`config.mk`:
```
export PLATFORM = sky130hd
export DESIGN_NAME = perf_report_uart_tx
export DESIGN_NICKNAME = d
export VERILOG_FILES = /design/src/rtl/perf_report_pkg.sv /design/src/rtl/uart_tx_byte.sv /design/src/rtl/perf_report_uart_tx.sv
export SDC_FILE = /design/constraint.sdc
export NUM_CORES = 1
export LEC_CHECK = 0
export CORE_ASPECT_RATIO = 0.8
export CORE_MARGIN = 1
export CORE_UTILIZATION = 50
export DETAILED_ROUTE_END_ITERATION = 8
export GPL_TIMING_DRIVEN = 0
export PLACE_DENSITY = 0.86
export SLEW_MARGIN = 20
export SYNTH_ARGS = -nofsm -noshare
export SYNTH_HDL_FRONTEND = slang
export SYNTH_SLANG_ARGS = --single-unit
```
`constraint.sdc`:
```
create_clock -name clk -period 2.65 [get_ports clk]
set_input_delay 0.53 -clock clk [delete_from_list [all_inputs] [get_ports clk]]
set_output_delay 0.53 -clock clk [all_outputs]
set_load 0.02 [all_outputs]
```
`src/rtl/perf_report_pkg.sv`:
```
// Shared types and constants for the performance-counter UART report path.
package perf_report_pkg;

    localparam int         FRAME_BYTES    = 10;
    localparam logic [7:0] DEFAULT_HEADER = 8'hA5;

    typedef enum logic [2:0] {
        IDLE,
        START,
        DATA,
        STOP,
        NEXT
    } state_t;

    function automatic logic [7:0] frame_checksum(input logic [31:0] hi, input logic [31:0] lo);
        return hi[31:24] ^ hi[23:16] ^ hi[15:8] ^ hi[7:0]
             ^ lo[31:24] ^ lo[23:16] ^ lo[15:8] ^ lo[7:0];
    endfunction

endpackage

```
`src/rtl/uart_tx_byte.sv`:
```
// UART 8N1 byte serialiser with a valid/ready handshake.
// state | meaning
// IDLE  | line idle high, ready for a byte
// START | start bit (0)
// DATA  | 8 data bits, LSB first
// STOP  | stop bit (1); on its last cycle a new byte may be taken with no gap
module uart_tx_byte
    import perf_report_pkg::*;
#(
    parameter int CLKS_PER_BIT = 434
) (
    input  logic       clk,
    input  logic       rst,
    input  logic       byte_valid,
    output logic       byte_ready,
    input  logic [7:0] data,
    output logic       tx,
    output logic       byte_done
);

    localparam int            BW        = (CLKS_PER_BIT > 1) ? $clog2(CLKS_PER_BIT) : 1;
    localparam logic [BW-1:0] BAUD_LAST = BW'(CLKS_PER_BIT - 1);

    state_t        state_q, state_d;
    logic [BW-1:0] baud_q, baud_d;
    logic [2:0]    bit_q, bit_d;
    logic [7:0]    shift_q, shift_d;
    logic          tx_q, tx_d;
    logic          baud_end;

    always_comb begin
        state_d    = state_q;
        baud_d     = baud_q;
        bit_d      = bit_q;
        shift_d    = shift_q;
        tx_d       = tx_q;
        baud_end   = (baud_q == BAUD_LAST);
        byte_done  = (state_q == STOP) && baud_end;
        byte_ready = (state_q == IDLE) || byte_done;

        if (state_q != IDLE) begin
            baud_d = baud_end ? '0 : baud_q + 1'b1;
        end

        case (state_q)
            START: if (baud_end) begin
                state_d = DATA;
                bit_d   = '0;
                tx_d    = shift_q[0];
            end
            DATA: if (baud_end) begin
                if (bit_q == 3'd7) begin
                    state_d = STOP;
                    tx_d    = 1'b1;
                end else begin
                    bit_d   = bit_q + 3'd1;
                    shift_d = shift_q >> 1;
                    tx_d    = shift_q[1];
                end
            end
            STOP: if (baud_end) begin
                state_d = IDLE;
                tx_d    = 1'b1;
            end
            default: ;
        endcase

        // Loading on the final stop cycle gives back-to-back bytes with no idle gap.
        if (byte_ready && byte_valid) begin
            state_d = START;
            baud_d  = '0;
            shift_d = data;
            tx_d    = 1'b0;
        end
    end

    always_ff @(posedge clk) begin
        if (!rst) begin
            state_q <= IDLE;
            baud_q  <= '0;
            bit_q   <= '0;
            shift_q <= '0;
            tx_q    <= 1'b1;
        end else begin
            state_q <= state_d;
            baud_q  <= baud_d;
            bit_q   <= bit_d;
            shift_q <= shift_d;
            tx_q    <= tx_d;
        end
    end

    assign tx = tx_q;

endmodule

```
`src/rtl/perf_report_uart_tx.sv`:
```
// Snapshots the valid/bubble cycle counters and streams them as a 10-byte UART frame.
// state | meaning
// IDLE  | waiting for snapshot_req
// NEXT  | frame in flight; hands the next byte over as each byte finishes
module perf_report_uart_tx
    import perf_report_pkg::*;
#(
    parameter int         CLKS_PER_BIT = 434,
    parameter logic [7:0] HEADER_BYTE  = DEFAULT_HEADER
) (
    input  logic        clk,
    input  logic        rst,
    input  logic        snapshot_req,
    input  logic [31:0] high_count,
    input  logic [31:0] low_count,
    output logic        tx,
    output logic        busy,
    output logic        done,
    output logic        overrun
);

    localparam logic [3:0] LAST_IDX = 4'(FRAME_BYTES - 1);

    state_t      state_q, state_d;
    logic [3:0]  idx_q, idx_d;
    logic [3:0]  byte_sel;
    logic [31:0] hi_q, lo_q;
    logic        done_q, done_d;
    logic        overrun_q, overrun_d;
    logic        accept;
    logic        byte_valid, byte_ready, byte_done;
    logic [7:0]  byte_data;

    always_comb begin
        state_d    = state_q;
        idx_d      = idx_q;
        byte_sel   = idx_q;
        byte_valid = 1'b0;
        accept     = 1'b0;
        done_d     = 1'b0;
        overrun_d  = overrun_q;

        case (state_q)
            IDLE: if (snapshot_req && byte_ready) begin
                accept     = 1'b1;
                state_d    = NEXT;
                idx_d      = '0;
                byte_sel   = '0;
                byte_valid = 1'b1;
                overrun_d  = 1'b0;
            end
            NEXT: begin
                if (snapshot_req) overrun_d = 1'b1;
                if (byte_done) begin
                    if (idx_q == LAST_IDX) begin
                        state_d = IDLE;
                        done_d  = 1'b1;
                    end else begin
                        idx_d      = idx_q + 4'd1;
                        byte_sel   = idx_q + 4'd1;
                        byte_valid = 1'b1;
                    end
                end
            end
            default: state_d = IDLE;
        endcase
    end

    // Header needs no snapshot, so the mux is valid on the same edge the counts latch.
    always_comb begin
        case (byte_sel)
            4'd0:    byte_data = HEADER_BYTE;
            4'd1:    byte_data = hi_q[31:24];
            4'd2:    byte_data = hi_q[23:16];
            4'd3:    byte_data = hi_q[15:8];
            4'd4:    byte_data = hi_q[7:0];
            4'd5:    byte_data = lo_q[31:24];
            4'd6:    byte_data = lo_q[23:16];
            4'd7:    byte_data = lo_q[15:8];
            4'd8:    byte_data = lo_q[7:0];
            default: byte_data = frame_checksum(hi_q, lo_q);
        endcase
    end

    always_ff @(posedge clk) begin
        if (!rst) begin
            state_q   <= IDLE;
            idx_q     <= '0;
            hi_q      <= '0;
            lo_q      <= '0;
            done_q    <= 1'b0;
            overrun_q <= 1'b0;
        end else begin
            state_q   <= state_d;
            idx_q     <= idx_d;
            done_q    <= done_d;
            overrun_q <= overrun_d;
            if (accept) begin
                hi_q <= high_count;
                lo_q <= low_count;
            end
        end
    end

    uart_tx_byte #(
        .CLKS_PER_BIT(CLKS_PER_BIT)
    ) u_byte (
        .clk       (clk),
        .rst       (rst),
        .byte_valid(byte_valid),
        .byte_ready(byte_ready),
        .data      (byte_data),
        .tx        (tx),
        .byte_done (byte_done)
    );

    assign busy    = (state_q == NEXT);
    assign done    = done_q;
    assign overrun = overrun_q;

endmodule

```
==> key figures, run 1 <==
Power and ir drop
  • Pwr/cell area: 519 nW/um^2
  • Peak supply drop: around 0.00040 V
  • Tot Pwr: between 3 and 4 mW
  • NetSw: about 1.0 mW
  • Seq pwr share: ~45%
  • Clock network fraction of design power: 35.7%
  • Logic gate share of total power: 18.9%
  • Switching share of power: 29.6%
  • Static Leak: roughly 2.5 nW
  • Pint: about 2.5 mW

Cells and area
  • Antenna diodes: 0
  • Final Core Density: 69.4%
  • Layout Area Growth over Synthesis: 33.1%
  • Fin nets: between 800 and 900
  • Share of cells above drive strength 1: 15.4%

Place
  • RePlAce Congestion: between 0.8 and 0.9
  • Number of port buffers: 69
  • Place WS: -0.692 ns
  • Detail Placement HPWL: 11500 um

CTS
  • CTS Buffer Depth: 2
  • Total CTS buffers: 9
  • CTS Hold Bufs: 0
  • Clk slew on worst S/H paths: 0.07 ns
  • Clk sinks: between 90 and 100
  • TritonCTS clock tree: done
  • Clock root buffer: clkbuf_16
  • Worst skew pair latency: 0.35 ns
  • H-tree depth: 3

Global routing
  • Global route total overflow: 0
  • Antenna violations before repair: 0
  • Vias in the first global route: 4880
  • Gr usage total: 31.2%
  • First-pass GRT wire length: between 20000 and 30000 um
  • Largest net degree at the start of global routing: 18

Setup path
  • Critical Path End Type: flop
  • Critical Path AT: just under 3 ns
  • Crit Path Max Fanout: 6
  • Req. time, crit path: roughly 2.9 ns
  • Crit Path Class: reg2reg
  • Startpoint Class: flop

Worst hold path
  • Worst hold path type: reg2reg

Synthesis
  • Yosys warnings: 0
  • Syn Std Cell Area: slightly above 5000 um^2
  • Post-synth top cells: nand2_1, dfxtp_1, a21boi_0, xnor2_1, nor2_1
  • Syn nets: 706
  • Mapped Cells: approximately 630
  • Synth area leaders: dfxtp_1, nand2_1, a21boi_0
  • Synthesized flop and latch total: 94
  • Sequential-to-total area share from yosys stat: roughly 37%
  • Main synth FF type: dfxtp_1
  • Count leader, synth: nand2_1
  • Post-synth EDFFs: 0
  • Syn avg cell area: approximately 8.1 um^2
  • Fraction of registers with async set/reset: 0%
  • Yosys cell types: 62
  • Top-area cell type share of the netlist area: 36.8%
  • Yosys top cell by area: dfxtp_1

Die
  • Die height: 92.5 um
  • Initial Util: between 50% and 60%
  • Die Area: between 10000 and 15000 um^2
  • Row count: 32
  • Die width: between 100 and 150 um
  • IO Pins: roughly 70
  • Core Area: 9810 um^2

Detailed routing
  • Drt drc: 0
  • Vias per Instance: approximately 5.7
  • Post-Route WL: ~16000 um
  • DR pass1 iterations: 5
  • Post-route ant nets: 0
  • Vias: ~5000
  • DRT iter0 DRCs: around 340
  • Routed WL per cell: 18.4 um

STA
  • Max Clk Rate: approximately 380 MHz
  • Slew @ Worst Pin: about 0.73 ns
  • Worst Skew: ~0.0056 ns
  • Setup TNS: -0.0152 ns
  • Setup violations, final: 1
  • RSZ-0062 raised after global routing: true
  • Max-slew violations: 0
  • PnR worst setup slack: -0.0152 ns
  • Max-slew headroom: between 50 and 60%
  • Final worst path period share: 101%
  • Final hold vios: 0
  • Final worst path period need: around 2.7 ns

Flow run
  • Max Cap Viol: 0

Outcome
  • Status: finished, violations left
  • Failing checks: setup timing
## cell usage in the layout (no fill, tap or decap), drive strengths merged, types with 3 or more instances in the layout
cell	netlist	routed
nand2	155	155
a31oi	11	11
nand2b	6	6
nor3	7	7
ha	6	6
nand4	6	6
o221ai	4	4
or3	4	4
a221oi	3	3
nor2	31	31
or2	5	5
a21boi	68	68
clkbuf	28	34
o22ai	3	3
buf	12	37
nand3	16	16
dfxtp	94	94
xnor2	53	53
inv	10	14
mux2	7	7
o311a	3	3
a32oi	3	3
mux2i	8	8
clkdlybuf4s50	0	68
a21oi	13	13
and2	7	7
a22oi	7	7
clkinv	0	3
xor2	11	11
o21ai	20	20
## cell families after synthesis
logic type	count (synthesis)	share of synthesized area [%]
xor+xnor	64	11.0
mux	15	3.11
buf+inv	50	3.99
fa+ha+maj	6	1.47
flops	94	36.8
simple gates	249	21.6
compound gates	155	22.1
## registers in the layout (all words and copies together) (netlist names)
signal / cells
idx_q: 4
u_byte.baud_q: 9
state_q: 1
lo_q: 32
hi_q: 32
u_byte.bit_q: 3
u_byte.state_q: 2
u_byte.tx: 1
u_byte.shift_q: 8
done: 1
overrun: 1
## worst max-delay path, cell delays in order, from the launching register on
cell,delay [ns]
dfxtp_4,0.39
ha_4,0.14
nand4b_4,0.14
buf_12,0.17
nor4b_4,0.28
buf_6,0.19
buf_6,0.12
nor2_4,0.03
a211oi_4,0.24
buf_12,0.16
mux2_2,0.36
a32oi_4,0.20
a31oi_1,0.11
## cell type report
class	count	area, um^2
Buffer	38	218
Clock buffer	9	225
Clock inverter	7	56.3
Fill cell	781	3000
Inverter	10	37.5
Multi-Input combinational cell	489	3280
Sequential cell	94	1890
Tap cell	136	170
Timing Repair Buffer	93	928
## layer usage
| layer | global-route usage [%] | vias to the layer above | wire [um] |
|---|---|---|---|
| met1 | 38.9 | 2387 | 6870 |
| met2 | 53.5 | 208 | 7820 |
| li1 | - | 2376 | - |
| met3 | 6.74 | 40 | 971 |
| met5 | 0 | - | 0 |
| met4 | 9.52 | 0 | 434 |
## power groups by stage
stage          logic, mW  registers (mW)  clock network, mW
6_report           0.669            1.60               1.26
5_1_grt            0.727            1.61               1.33
2_1_floorplan      0.420            1.60                  0
3_5_place_dp       0.639            1.63                  0
3_3_place_gp       0.625            1.62                  0
4_1_cts            0.652            1.59               1.27
## timing repair
item | 4_1_cts | 5_1_grt
setup buffers | 11 | 12
cloned | 0 | 1
pin swaps | 5 | 19
resized for setup | 42 | 51
setup endpoints to repair | 75 | 76
## metrics by stage
stage / hold WS [ns] / std cells / area [um^2]
detailed placement: 0.467 / 838 / 5980
CTS: 0.477 / 864 / 6520
global placement: 0.452 / 838 / 5980
global route: 0.500 / 876 / 6810
finish: 0.476 / 876 / 6810
floorplan: 0.444 / 633 / 5120
## final timing paths
kind / start / endpoint / slack [ns] / cells past startpoint
max: u_byte.baud_q[0] / u_byte.shift_q[7] / -0.02 / 12
min: u_byte.bit_q[1] / u_byte.bit_q[1] / 0.48 / 2
max reg2reg: u_byte.baud_q[0] / u_byte.shift_q[7] / -0.02 / 12
min reg2reg: u_byte.bit_q[1] / u_byte.bit_q[1] / 0.48 / 2
Note: power is estimated with default switching activity, not from simulation.
==> run 2: changes to the inputs <==
SETUP_SLACK_MARGIN = 0.02   (was unset)
==> run 2 against run 1 <==
The flow now finishes without violations. Via count up 0.46%. Wire length up 0.80%. Clock-buffer cell count unchanged. Critical path depth down 3. Global-route usage about the same. Clock power about the same. Combinational power about the same. Final area up 0.51%. First-iteration DRC count up 2.4%. Die area unchanged.
==> key figures, run 2 (same netlist as run 1, synthesis figures left out) <==
Outcome
  • Status: complete, no violations (was finished, violations left)

Global routing
  • Vias in the first global route: 4904 (was 4880)
  • Global route total overflow: 0 (unchanged)
  • Largest net degree at the start of global routing: 18 (unchanged)
  • Antenna violations before repair: 0 (unchanged)
  • Gr usage total: 31.2% (about the same)
  • First-pass GRT wire length: 25100 um (about the same)

Place
  • Placed cells: 838 (unchanged)
  • Number of port buffers: 69 (unchanged)
  • RePlAce Congestion: 0.898 (unchanged)
  • Placed cell areas: 5980 um^2 (unchanged)
  • Detail Placement HPWL: 11500 um (unchanged)

STA
  • Max-slew violations: 0 (unchanged)
  • Final worst path period need: 2.64 ns (was 2.67 ns)
  • Slew @ Worst Pin: 0.708 ns (was 0.731 ns)
  • Final worst path period share: 99.6% (was 101%)
  • Max Clk Rate: 379 MHz (was 375 MHz)
  • Worst Skew: 0.00601 ns (was 0.00560 ns)
  • Final hold vios: 0 (unchanged)
  • RSZ-0062 raised after global routing: true (unchanged)
  • Max-slew headroom: 52.8% (was 51.3%)
  • Hold WS: 0.476 ns (about the same)
  • Setup violations, final: 0 (was 1)

Detailed routing
  • Post-route ant nets: 0 (unchanged)
  • Vias: 5034 (was 5011)
  • Vias per Instance: 5.71 (was 5.72)
  • DRT iter0 DRCs: 345 (was 337)
  • Routed WL per cell: 18.4 um (about the same)
  • DR pass1 iterations: 5 (unchanged)
  • Drt drc: 0 (unchanged)
  • Post-Route WL: 16200 um (was 16100 um)

Cells and area
  • Top flop regs: hi_q (32), lo_q (32), u_byte.baud_q (9) (unchanged)
  • Commonest cells after routing, fill and taps aside: nand2_1, dfxtp_1, a21boi_0, clkdlybuf4s50_1, xnor2_1 (unchanged)
  • Layout Area Growth over Synthesis: 33.7% (was 33.1%)
  • Most common cell after layout, fill and taps aside: nand2_1 (unchanged)
  • Antenna diodes: 0 (unchanged)
  • Fin area: 6840 um^2 (was 6810 um^2)
  • Fin nets: 814 (was 808)
  • Share of cells above drive strength 1: 16.4% (was 15.4%)
  • Fin cells: 882 (was 876)
  • Layout fillers: 779 (was 781)

Worst hold path
  • Worst Hold End: u_byte.bit_q[1] (unchanged)
  • Hold path cells: 2 (unchanged)
  • Worst hold path type: reg2reg (unchanged)
  • Hold_sp: u_byte.bit_q[1] (unchanged)

Die
  • Core Area: 9810 um^2 (unchanged)
  • Die height: 92.5 um (unchanged)
  • Die width: 115 um (unchanged)
  • Initial Util: 52.2% (unchanged)
  • Die Area: 10600 um^2 (unchanged)
  • Row count: 32 (unchanged)
  • IO Pins: 71 (unchanged)

CTS
  • H-tree depth: 3 (unchanged)
  • Clock root buffer: clkbuf_16 (unchanged)
  • CTS Hold Bufs: 0 (unchanged)
  • Total CTS buffers: 9 (unchanged)
  • CTS Buffer Depth: 2 (unchanged)
  • Clk sinks: 94 (unchanged)
  • Worst skew pair latency: 0.35 ns (about the same)
  • Clk slew on worst S/H paths: 0.07 ns (about the same)
  • TritonCTS clock tree: done (unchanged)

Setup path
  • R2R depth: 9 (was 12)
  • Crit Path Class: reg2reg (unchanged)
  • Crit Path Max Fanout: 5 (was 6)
  • RR Endpoint: u_byte.shift_q[3] (was u_byte.shift_q[7])
  • Critical Path AT: 2.88 ns (was 2.90 ns)
  • R2R setup slack: 0.01 ns (was -0.02 ns)
  • Req. time, crit path: 2.89 ns (was 2.88 ns)
  • Startpoint Class: flop (unchanged)
  • FF-to-FF Start: u_byte.baud_q[0] (unchanged)
  • Critical Path End Type: flop (unchanged)

Power and ir drop
  • Peak supply drop: 0.000396 V (was 0.000399 V)
  • Pwr/cell area: 516 nW/um^2 (was 519 nW/um^2)
  • Static Leak: 2.52 nW (was 2.48 nW)
  • Tot Pwr: 3.53 mW (about the same)

Flow run
  • Max Cap Viol: 0 (unchanged)
run 2: cell count changes in the layout (fill, tap and decap cells not counted), moves of 2 or more:
cell,change
buf_6,-2
mux2_4,-2
mux2_2,+2
buf_4,+8
clkbuf_2,+2
o21ai_0,+2
o21ai_1,-2
run 2: metrics by stage:
stage / worst slack, ns / setup TNS [ns] / utilization [%]
6_report: 0.0113 / 0 / 69.8
5_1_grt: -0.0840 / -0.437 / 69.8
4_1_cts: -0.00167 / -0.00167 / 66.4
3_5_place_dp: -0.692 / -27.30 / 60.9
3_3_place_gp: -0.700 / -22.74 / 60.9
2_1_floorplan: 0.0354 / 0 / -
run 2: layer usage:
| metal | GRT usage [%] | vias up | part of all wire, % |
|---|---|---|---|
| li1 | - | 2389 | - |
| met1 | 38.8 | 2397 | 42 |
| met2 | 53.5 | 206 | 49 |
| met3 | 6.54 | 42 | 6.5 |
| met4 | 10.2 | 0 | 2.7 |
| met5 | 0 | - | 0 |
run 2: how the worst max path moves through the flow:
stage,slack (ns),from,end
finish,0.01,u_byte.baud_q[0],u_byte.shift_q[3]
global route,-0.08,u_byte.baud_q[0],u_byte.shift_q[6]
CTS,-0.002,u_byte.baud_q[6],u_byte.shift_q[7]
detailed placement,-0.69,snapshot_req,u_byte.shift_q[7]
global placement,-0.70,snapshot_req,u_byte.shift_q[5]
floorplan,0.04,state_q[2],u_byte.shift_q[3]
run 2: cell type report:
| class | count | area (um^2) | area share, % |
|---|---|---|---|
| multi-input combinational | 489 | 3280 | 48.0 |
| sequential | 94 | 1890 | 27.7 |
| timing repair buffer | 98 | 948 | 13.9 |
| buffer | 39 | 226 | 3.31 |
| clock buffer | 9 | 225 | 3.29 |
| tap | 136 | 170 | 2.49 |
| clock inverter | 7 | 56.3 | 0.823 |
| inverter | 10 | 37.5 | 0.549 |
run 2: critical path: stages, from the launching register on:
cell	delay [ns]
dfxtp_4	0.38
ha_4	0.14
nand4b_4	0.19
o311a_4	0.43
a221oi_4	0.44
buf_4	0.20
o21ai_4	0.05
and4_1	0.14
a211o_1	0.25
o311a_1	0.30
run 2: repair_timing:
action	4_1_cts	5_1_grt
cloned	0	0
endpoints found under the hold margin	0	0
endpoints found under the setup margin	75	82
buffers inserted	11	18
pin swaps	7	15
resized for setup	42	56
run 2: where the power goes:
group	internal [mW]	switching [mW]
Sequential	1.50	0.0992
Clock	0.652	0.609
Combinational	0.333	0.339
